===== src/rtl/cpu_types_pkg.sv =====
// Shared CPU/cache types: MSI coherence encoding, snoop FSM states and block geometry.
package cpu_types_pkg;

    typedef enum logic [1:0] {
        MSI_I = 2'd0,
        MSI_S = 2'd1,
        MSI_M = 2'd2
    } msi_t;

    typedef enum logic [2:0] {
        SNP_IDLE,
        SNP_LOOKUP,
        SNP_RESPOND,
        SNP_WB,
        SNP_DONE
    } snoop_state_t;

    localparam int WORDS_PER_BLOCK = 2;
    localparam int BLOCK_OFF_BITS  = 3;

    // The unused encoding 3 carries no coherence meaning, so it is stored as I.
    function automatic msi_t msi_sanitize(input logic [1:0] v);
        return (v == 2'd3) ? MSI_I : msi_t'(v);
    endfunction

endpackage


===== src/rtl/msi_state_array.sv =====
// Per-frame MSI state store: one CPU read port, one full-set snoop read port and a
// single write port where the snoop update overrides the CPU write.
module msi_state_array
    import cpu_types_pkg::*;
#(
    parameter int SETS = 8,
    parameter int WAYS = 2,
    localparam int SW = $clog2(SETS),
    localparam int WW = $clog2(WAYS)
) (
    input  logic              CLK,
    input  logic              RST,
    input  logic [SW-1:0]     rd_set,
    input  logic [WW-1:0]     rd_way,
    output logic [1:0]        rd_state,
    input  logic [SW-1:0]     snp_set,
    output logic [WAYS*2-1:0] snp_states,
    input  logic              st_we,
    input  logic [SW-1:0]     st_set,
    input  logic [WW-1:0]     st_way,
    input  logic [1:0]        st_val,
    input  logic              upd_we,
    input  logic [SW-1:0]     upd_set,
    input  logic [WW-1:0]     upd_way,
    input  msi_t              upd_val
);

    msi_t mem [SETS][WAYS];

    always_ff @(posedge CLK) begin
        if (RST) begin
            for (int s = 0; s < SETS; s++) begin
                for (int w = 0; w < WAYS; w++) begin
                    mem[s][w] <= MSI_I;
                end
            end
        end else if (upd_we) begin
            mem[upd_set][upd_way] <= upd_val;
        end else if (st_we) begin
            mem[st_set][st_way] <= msi_sanitize(st_val);
        end
    end

    assign rd_state = mem[rd_set][rd_way];

    always_comb begin
        snp_states = '0;
        for (int w = 0; w < WAYS; w++) begin
            snp_states[w*2 +: 2] = mem[snp_set][w];
        end
    end

endmodule


===== src/rtl/dcache_snoop_ctrl.sv =====
// Per-core snoop responder: looks up snooped addresses, answers with cctrans/ccwrite,
// drains dirty blocks and maintains MSI state. Optional counters under SNOOP_STATS_EN.
module dcache_snoop_ctrl
    import cpu_types_pkg::*;
#(
    parameter int SETS = 8,
    parameter int WAYS = 2,
    parameter int TAGW = 32 - 3 - $clog2(SETS),
    localparam int SW = $clog2(SETS),
    localparam int WW = $clog2(WAYS)
) (
    input  logic                 CLK,
    input  logic                 RST,
    input  logic                 ccwait,
    input  logic                 ccinv,
    input  logic [31:0]          ccsnoopaddr,
    input  logic                 wb_ack,
    input  logic                 req_rdx,
    input  logic [WAYS*TAGW-1:0] tag_rd,
    input  logic [31:0]          snp_data,
    input  logic                 st_we,
    input  logic [SW-1:0]        st_set,
    input  logic [WW-1:0]        st_way,
    input  logic [1:0]           st_val,
    input  logic [SW-1:0]        rd_set,
    input  logic [WW-1:0]        rd_way,
    output logic                 cctrans,
    output logic                 ccwrite,
    output logic [31:0]          dstore_snp,
    output logic [SW-1:0]        snp_set,
    output logic [WW-1:0]        snp_way,
    output logic                 snp_word,
    output logic [1:0]           rd_state,
    output logic                 snp_busy
`ifdef SNOOP_STATS_EN
    ,
    output logic [15:0]          stat_hits,
    output logic [15:0]          stat_invs,
    output logic [15:0]          stat_wbs
`endif
);

    snoop_state_t state_q, state_d;
    logic            hit_q, dirty_q, inv_q, cnt_q;
    logic [WW-1:0]   way_q;
    logic [SW-1:0]   set_q;

    logic [SW-1:0]     lk_set;
    logic [TAGW-1:0]   lk_tag;
    logic [WAYS*2-1:0] snp_states;
    logic              lk_hit, lk_dirty;
    logic [WW-1:0]     lk_way;

    logic upd_we, st_we_idle;
    msi_t upd_val;

    logic unused_addr_bits;
    assign unused_addr_bits = ^ccsnoopaddr[2:0];

    assign lk_set = ccsnoopaddr[SW+2:3];
    assign lk_tag = ccsnoopaddr[31 -: TAGW];

    // Walk ways high to low so the lowest valid matching way is the one kept.
    always_comb begin
        lk_hit   = 1'b0;
        lk_dirty = 1'b0;
        lk_way   = '0;
        for (int w = WAYS - 1; w >= 0; w--) begin
            if (tag_rd[w*TAGW +: TAGW] == lk_tag && snp_states[w*2 +: 2] != MSI_I) begin
                lk_hit   = 1'b1;
                lk_way   = WW'(w);
                lk_dirty = (snp_states[w*2 +: 2] == MSI_M);
            end
        end
    end

    always_comb begin
        state_d    = state_q;
        cctrans    = 1'b0;
        ccwrite    = req_rdx;
        dstore_snp = '0;
        snp_set    = '0;
        snp_way    = '0;
        snp_word   = 1'b0;
        upd_we     = 1'b0;
        upd_val    = MSI_I;
        case (state_q)
            SNP_IDLE: begin
                if (ccwait) state_d = SNP_LOOKUP;
            end
            SNP_LOOKUP: begin
                snp_set = lk_set;
                state_d = SNP_RESPOND;
            end
            SNP_RESPOND: begin
                snp_set = set_q;
                cctrans = 1'b1;
                ccwrite = hit_q && dirty_q;
                if (hit_q && dirty_q) begin
                    state_d = SNP_WB;
                end else begin
                    upd_we  = hit_q;
                    upd_val = ccinv ? MSI_I : MSI_S;
                    state_d = SNP_DONE;
                end
            end
            SNP_WB: begin
                snp_set    = set_q;
                snp_way    = way_q;
                snp_word   = cnt_q;
                ccwrite    = 1'b1;
                dstore_snp = snp_data;
                if (wb_ack && cnt_q) begin
                    upd_we  = 1'b1;
                    upd_val = inv_q ? MSI_I : MSI_S;
                    state_d = SNP_DONE;
                end
            end
            SNP_DONE: begin
                if (!ccwait) state_d = SNP_IDLE;
            end
            default: state_d = SNP_IDLE;
        endcase
    end

    always_ff @(posedge CLK) begin
        if (RST) begin
            state_q <= SNP_IDLE;
            hit_q   <= 1'b0;
            dirty_q <= 1'b0;
            inv_q   <= 1'b0;
            cnt_q   <= 1'b0;
            way_q   <= '0;
            set_q   <= '0;
        end else begin
            state_q <= state_d;
            case (state_q)
                SNP_LOOKUP: begin
                    hit_q   <= lk_hit;
                    dirty_q <= lk_dirty;
                    way_q   <= lk_way;
                    set_q   <= lk_set;
                end
                SNP_RESPOND: begin
                    inv_q <= ccinv;
                    cnt_q <= 1'b0;
                end
                SNP_WB: begin
                    if (wb_ack) cnt_q <= !cnt_q;
                end
                default: ;
            endcase
        end
    end

    assign snp_busy   = (state_q != SNP_IDLE);
    assign st_we_idle = st_we && (state_q == SNP_IDLE);

    msi_state_array #(
        .SETS(SETS),
        .WAYS(WAYS)
    ) u_states (
        .CLK        (CLK),
        .RST        (RST),
        .rd_set     (rd_set),
        .rd_way     (rd_way),
        .rd_state   (rd_state),
        .snp_set    (snp_set),
        .snp_states (snp_states),
        .st_we      (st_we_idle),
        .st_set     (st_set),
        .st_way     (st_way),
        .st_val     (st_val),
        .upd_we     (upd_we),
        .upd_set    (set_q),
        .upd_way    (way_q),
        .upd_val    (upd_val)
    );

`ifdef SNOOP_STATS_EN
    function automatic logic [15:0] sat_inc(input logic [15:0] v);
        return (v == 16'hFFFF) ? v : v + 16'd1;
    endfunction

    always_ff @(posedge CLK) begin
        if (RST) begin
            stat_hits <= '0;
            stat_invs <= '0;
            stat_wbs  <= '0;
        end else begin
            if (state_q == SNP_RESPOND && hit_q) stat_hits <= sat_inc(stat_hits);
            if (upd_we && upd_val == MSI_I)      stat_invs <= sat_inc(stat_invs);
            if (state_q == SNP_WB && wb_ack && cnt_q) stat_wbs <= sat_inc(stat_wbs);
        end
    end
`endif

endmodule


===== config.mk =====
export PLATFORM = sky130hd
export DESIGN_NAME = dcache_snoop_ctrl
export DESIGN_NICKNAME = d
export VERILOG_FILES = /design/src/rtl/cpu_types_pkg.sv /design/src/rtl/msi_state_array.sv /design/src/rtl/dcache_snoop_ctrl.sv
export SDC_FILE = /design/constraint.sdc
export NUM_CORES = 1
export LEC_CHECK = 0
export CAP_MARGIN = 20
export CORE_MARGIN = 5
export CORE_UTILIZATION = 43
export DETAILED_ROUTE_END_ITERATION = 8
export PLACE_DENSITY = 0.84
export SYNTH_ARGS = -nofsm -noshare
export SYNTH_HDL_FRONTEND = slang
export SYNTH_SLANG_ARGS = --single-unit

===== constraint.sdc =====
create_clock -name CLK -period 4.2 [get_ports CLK]
set_input_delay 0.84 -clock CLK [delete_from_list [all_inputs] [get_ports CLK]]
set_output_delay 0.84 -clock CLK [all_outputs]
set_load 0.03 [all_outputs]

* Word level (Yosys, flattened, before mapping)
Memories as Yosys holds them, arrays and structs flattened.
Index checks and enable logic that the tools add are counted.
** Cells by class
- Order comparisons :: 5
- Equal/unequal tests :: 13
- Muxes and demuxes :: 49
- Bitwise operators :: 3
- Reductions and logical operators :: 18
** Operators by type and width (number)
- equality test 26 bit :: 2
- two-way mux 32 bit :: 1
- two-way mux 4 bit :: 6
- two-way mux 1 bit :: 22
- two-way mux 3 bit :: 6
- one-hot mux 3 bit (5 select lines) :: 1
- two-way mux 2 bit :: 6
- inequality test 2 bit (second input constant) :: 4
- one-hot mux 1 bit (2 select lines) :: 4
- OR reduction 4 bit :: 2
- logical AND 1 bit :: 7
- equality test 2 bit (second input constant) :: 3
- equality test 3 x 2 -> 1 bit (second input constant) :: 2
- >= comparator 2 bit (second input constant) :: 3
- NOT 1 -> 2 bit :: 3
- one-hot mux 3 bit (2 select lines) :: 1
- nonzero test 2 bit :: 3
- demux 2 bit (select 1 bit) :: 2
- less-than comparator 2 x 1 -> 1 bit (second input constant) :: 2
- equality test 3 x 1 -> 1 bit (second input constant) :: 1
- equality test 3 bit (second input constant) :: 1
- logical NOT 3 bit :: 1
- AND reduction 3 bit :: 1
- nonzero test 3 bit :: 1
- 3 further kinds :: 3
** Word-level totals
- Register bits :: 11
- Bits in writable memories :: 32
- Bits of input ports :: 133
- Output and inout port bits :: 42
- Word-level logic and storage cells :: 96
- Memories kept :: 1
** Memories
- u_states.mem :: words 8, width 4, rd ports 2, clocked after Yosys merged registers in 0, wr ports 8, RTL line msi_state_array.sv:28 : msi_t mem [SETS][WAYS];

* Logic depth before layout (Yosys ltp)
- Depth in word-level cells :: 9
- Mapped depth :: 8
- Gate-level depth less buffers :: 6

* Cells and area by module
Synthesis repeated with hierarchy kept, for this count alone.
** Unflattened totals
- Cells, all modules :: 353
- Area total of the unflattened synthesis :: 3447.1 um^2
** Modules (own cells, without submodules)
- msi_state_array :: times used 1, cells an instance 152, area each 2000.7 um^2, seq. area each 960.9 um^2
- dcache_snoop_ctrl :: times used 1, cells an instance 201, area each 1446.4 um^2, seq. area each 220.2 um^2

* Worst setup path before layout
OpenSTA, ideal clock, no wires.
- Path type :: input-to-output
- Start :: input rd_set[0]
- End :: output rd_state[0]
- Arrival :: 2.389 ns
- Required time :: 3.360 ns
- Slack :: 0.971 ns
- Cell stages on the path :: 3
- Path buffers :: 1
- Cell sequence :: clkbuf_1 -> mux4_2 -> mux4_2
** On the way
- Longest elaborated chain between the ends :: 4
** RTL lines
- from (decl) :: RTL line dcache_snoop_ctrl.sv:25 : input logic [SW-1:0] rd_set,
- memory read (8 x 4 bit)
- two-way mux 2 bit (implied by the code) (3 in a row) :: RTL line msi_state_array.sv:44 : assign rd_state = mem[rd_set][rd_way];
- to (decl) :: RTL line dcache_snoop_ctrl.sv:33 : output logic [1:0] rd_state,
Every way passes these cells. The select of a mux whose other input is x is not followed.

* Worst setup path after layout
Same ends and word-level chain as after synthesis.

==> flow_metrics.tcl <==
set metrics [dict create \
    ys_types 45 \
    fp.dieW_um 97.9 \
    syn_area_per_cell_um2 9.68 \
    rsz0062_at_grt "no" \
    holdBufCountCts 0 \
    ys_seq_area_share_pct 35.6 \
    worstMarginPinSlew_ps 734 \
    path_cells "clkdlybuf4s50_1 -> mux4_2 -> mux4_2 -> clkdlybuf4s50_1" \
    ir_drop_mv 0.184 \
    clock_sinks 43 \
    synth_commonest_cells "nor2_1 (39), and3_1 (33), edfxtp_1 (32), nand2_1 (32), xor2_1 (32)" \
    maxCapViolations 0 \
    clockRootBuffer "clkbuf_8" \
    drt_wl_total_mm 11.2 \
    maxSlewViolCount 0 \
    htreeDepth 2 \
    die_area_um2 9580 \
    ant_nets 0 \
    post_drt_wl_per_cell_um 18.3 \
    syn_to_final_growth_pct 58.3 \
    antenna_cells 0 \
    hold_viol 0 \
    start_util_pct 43.7 \
    vias_per_cell 5.45 \
    whs_ps 483 \
    pwr_density_cell_nw_per_um2 223 \
    r2r_slack_ps 960 \
    grt_pass1_vias 3450 \
    final_area_um2 5260 \
    ys.flop_type "edfxtp_1" \
    status "complete, no violations" \
    synth-seq-cells 43 \
    met3_length_mm 1.11 \
    layout_min_cycle_time_ps 4100 \
    dr_wl_met2_mm 5.64 \
    hp-start "inv_q" \
    vias 3339 \
    path_clk_slew_ps 80 \
    rr_endpoint "u_states.mem[0][0]" \
    cts_resized 0 \
    setup_viol 0 \
    antenna_found_initial 0 \
    cp.arrival_ps 3260 \
    remaining_drc_errors 0 \
    dpl_cell_area_um2 5140 \
    pin_count 175 \
    holdPathEnd "inv_q" \
    dp_hpwl_mm 9.15 \
    io_buffers 171 \
    yosysWarnings 0 \
    power_leakage_nw 1.94 \
    rr_worst_depth 7 \
    ys_top_cells_by_area "edfxtp_1 (29%), mux4_2 (10%), xor2_1 (8.4%)" \
    path_class "input pin to output pin" \
    synth.net_count 476 \
    endpoint_kind "output pin" \
    reg2reg_from "state_q[0]" \
    cp_slowest_cell "clkdlybuf4s50_1" \
    slew-limit-headroom_pct 51.0 \
    max_freq_ghz 0.244 \
    drt-met1-wl_mm 4.32 \
    drive_gt1_share_pct 7.63 \
    synth_top_area_share_pct 28.9 \
    drt-pass1-iter-count 4 \
    nets 643 \
    drt-initial-drc-count 207 \
    die_height_um 97.9 \
    gr-usage-all-layers_pct 22.7 \
    coreArea_um2 7610 \
    syn_inst 343 \
    startpoint_type "input pin" \
    synth_edf_count 32 \
    postCtsSetupRepairBufs 0 \
    slowest_delay_ps 740 \
    async_reset_ff_share_pct 0 \
    worst_slack_ps 102 \
    period_share_pct 97.6 \
    grt_pass1_wl_mm 17.5 \
    grt_max_degree 30 \
    power_mw 1.17 \
    finClkSkew_ps 3.88 \
    post-place-ws_ps 72.2 \
    cts_buffer_depth 2 \
    clk_latency_ps 290 \
    hp-class "flip-flop to flip-flop" \
    yosysMostFrequentCell "nor2_1" \
    holdPathStages 2 \
    fin_setup_tns_ps 0 \
    place_congestion 0.907 \
    overflow 0 \
    placementRows 32 \
    dr.max_layer_used "met4" \
    cts_tree "yes" \
    critPathMaxFanout 7 \
    cp.required_ps 3360 \
    cts_buffers 5 \
    synth_area_um2 3320 \
    yosys.area.top_type "edfxtp_1" \
]
sequential cells by signal, summed over array words and instances, names as in the netlist:
signal,count
set_q,3
cnt_q,1
u_states.mem,32
way_q,1
hit_q,1
dirty_q,1
state_q,3
inv_q,1
routing by layer:
| metal | up-vias | global-route usage, % |
|---|---|---|
| met5 | - | 0 |
| met4 | 0 | 5.22 |
| met3 | 14 | 6.43 |
| met2 | 172 | 40.6 |
| met1 | 1561 | 26.9 |
| li1 | 1592 | - |
power breakdown:
group,internal [mW],leakage [nW],switching (mW)
Clock,0.192,0.0612,0.137
Combinational,0.206,1.45,0.146
Sequential,0.471,0.420,0.0191
Total,0.869,1.94,0.302
worst max path at each step:
stage	start	to	slack, ps	cells after the start
finish	rd_set[0]	rd_state[0]	100	4
global placement	rd_set[0]	rd_state[0]	170	4
floorplan	rd_set[0]	rd_state[0]	970	3
CTS	rd_set[0]	rd_state[0]	70	4
global route	rd_set[0]	rd_state[0]	20	4
detailed placement	rd_set[0]	rd_state[0]	70	4
critical path: cells and delay by family:
| kind | cells | cell delay (ps) |
|---|---|---|
| buffers and inverters | 2 | 1360 |
| muxes | 2 | 1060 |
placed cells by master, fill, tap and decap left out, types with 3 or more instances in the layout:
cell,synthesis,layout
nor4_1,11,11
inv_1,4,4
mux4_2,15,15
and3_1,33,33
nor2_1,39,39
buf_4,1,11
nand3b_1,6,6
dfxtp_1,11,11
clkdlybuf4s50_1,0,170
o21ai_0,7,7
nand2b_1,19,19
clkbuf_8,0,6
mux2_2,4,4
xor2_1,32,32
edfxtp_1,32,32
a21oi_1,9,9
nand2_1,32,32
xnor2_1,20,20
nand3_1,7,7
nand4_1,4,4
mux4_1,3,3
per-stage QoR:
step | utilization, % | instances
2_1_floorplan | - | 343
3_3_place_gp | 67.6 | 605
3_5_place_dp | 67.6 | 605
4_1_cts | 69.1 | 613
5_1_grt | 69.1 | 613
6_report | 69.1 | 613
kinds of logic after synthesis:
kind of cell / count (synthesis) / synth area share (%)
muxes: 24 / 14.5
and+or+nand+nor: 164 / 26.0
DFF: 43 / 35.6
AOI/OAI and AO/OA: 35 / 6.97
xor gates and xnor gates: 52 / 13.7
buffers and inverters: 25 / 3.28
area by class of cell:
cell class	count	area [µm²]
clock buffer	6	82.6
multi-input combinational	275	2030
timing repair buffer	181	1780
inverter	4	15.0
fill	581	2350
clock inverter	2	35.0
sequential	43	1180
tap	102	128
Note: power is estimated with default switching activity, not from simulation.
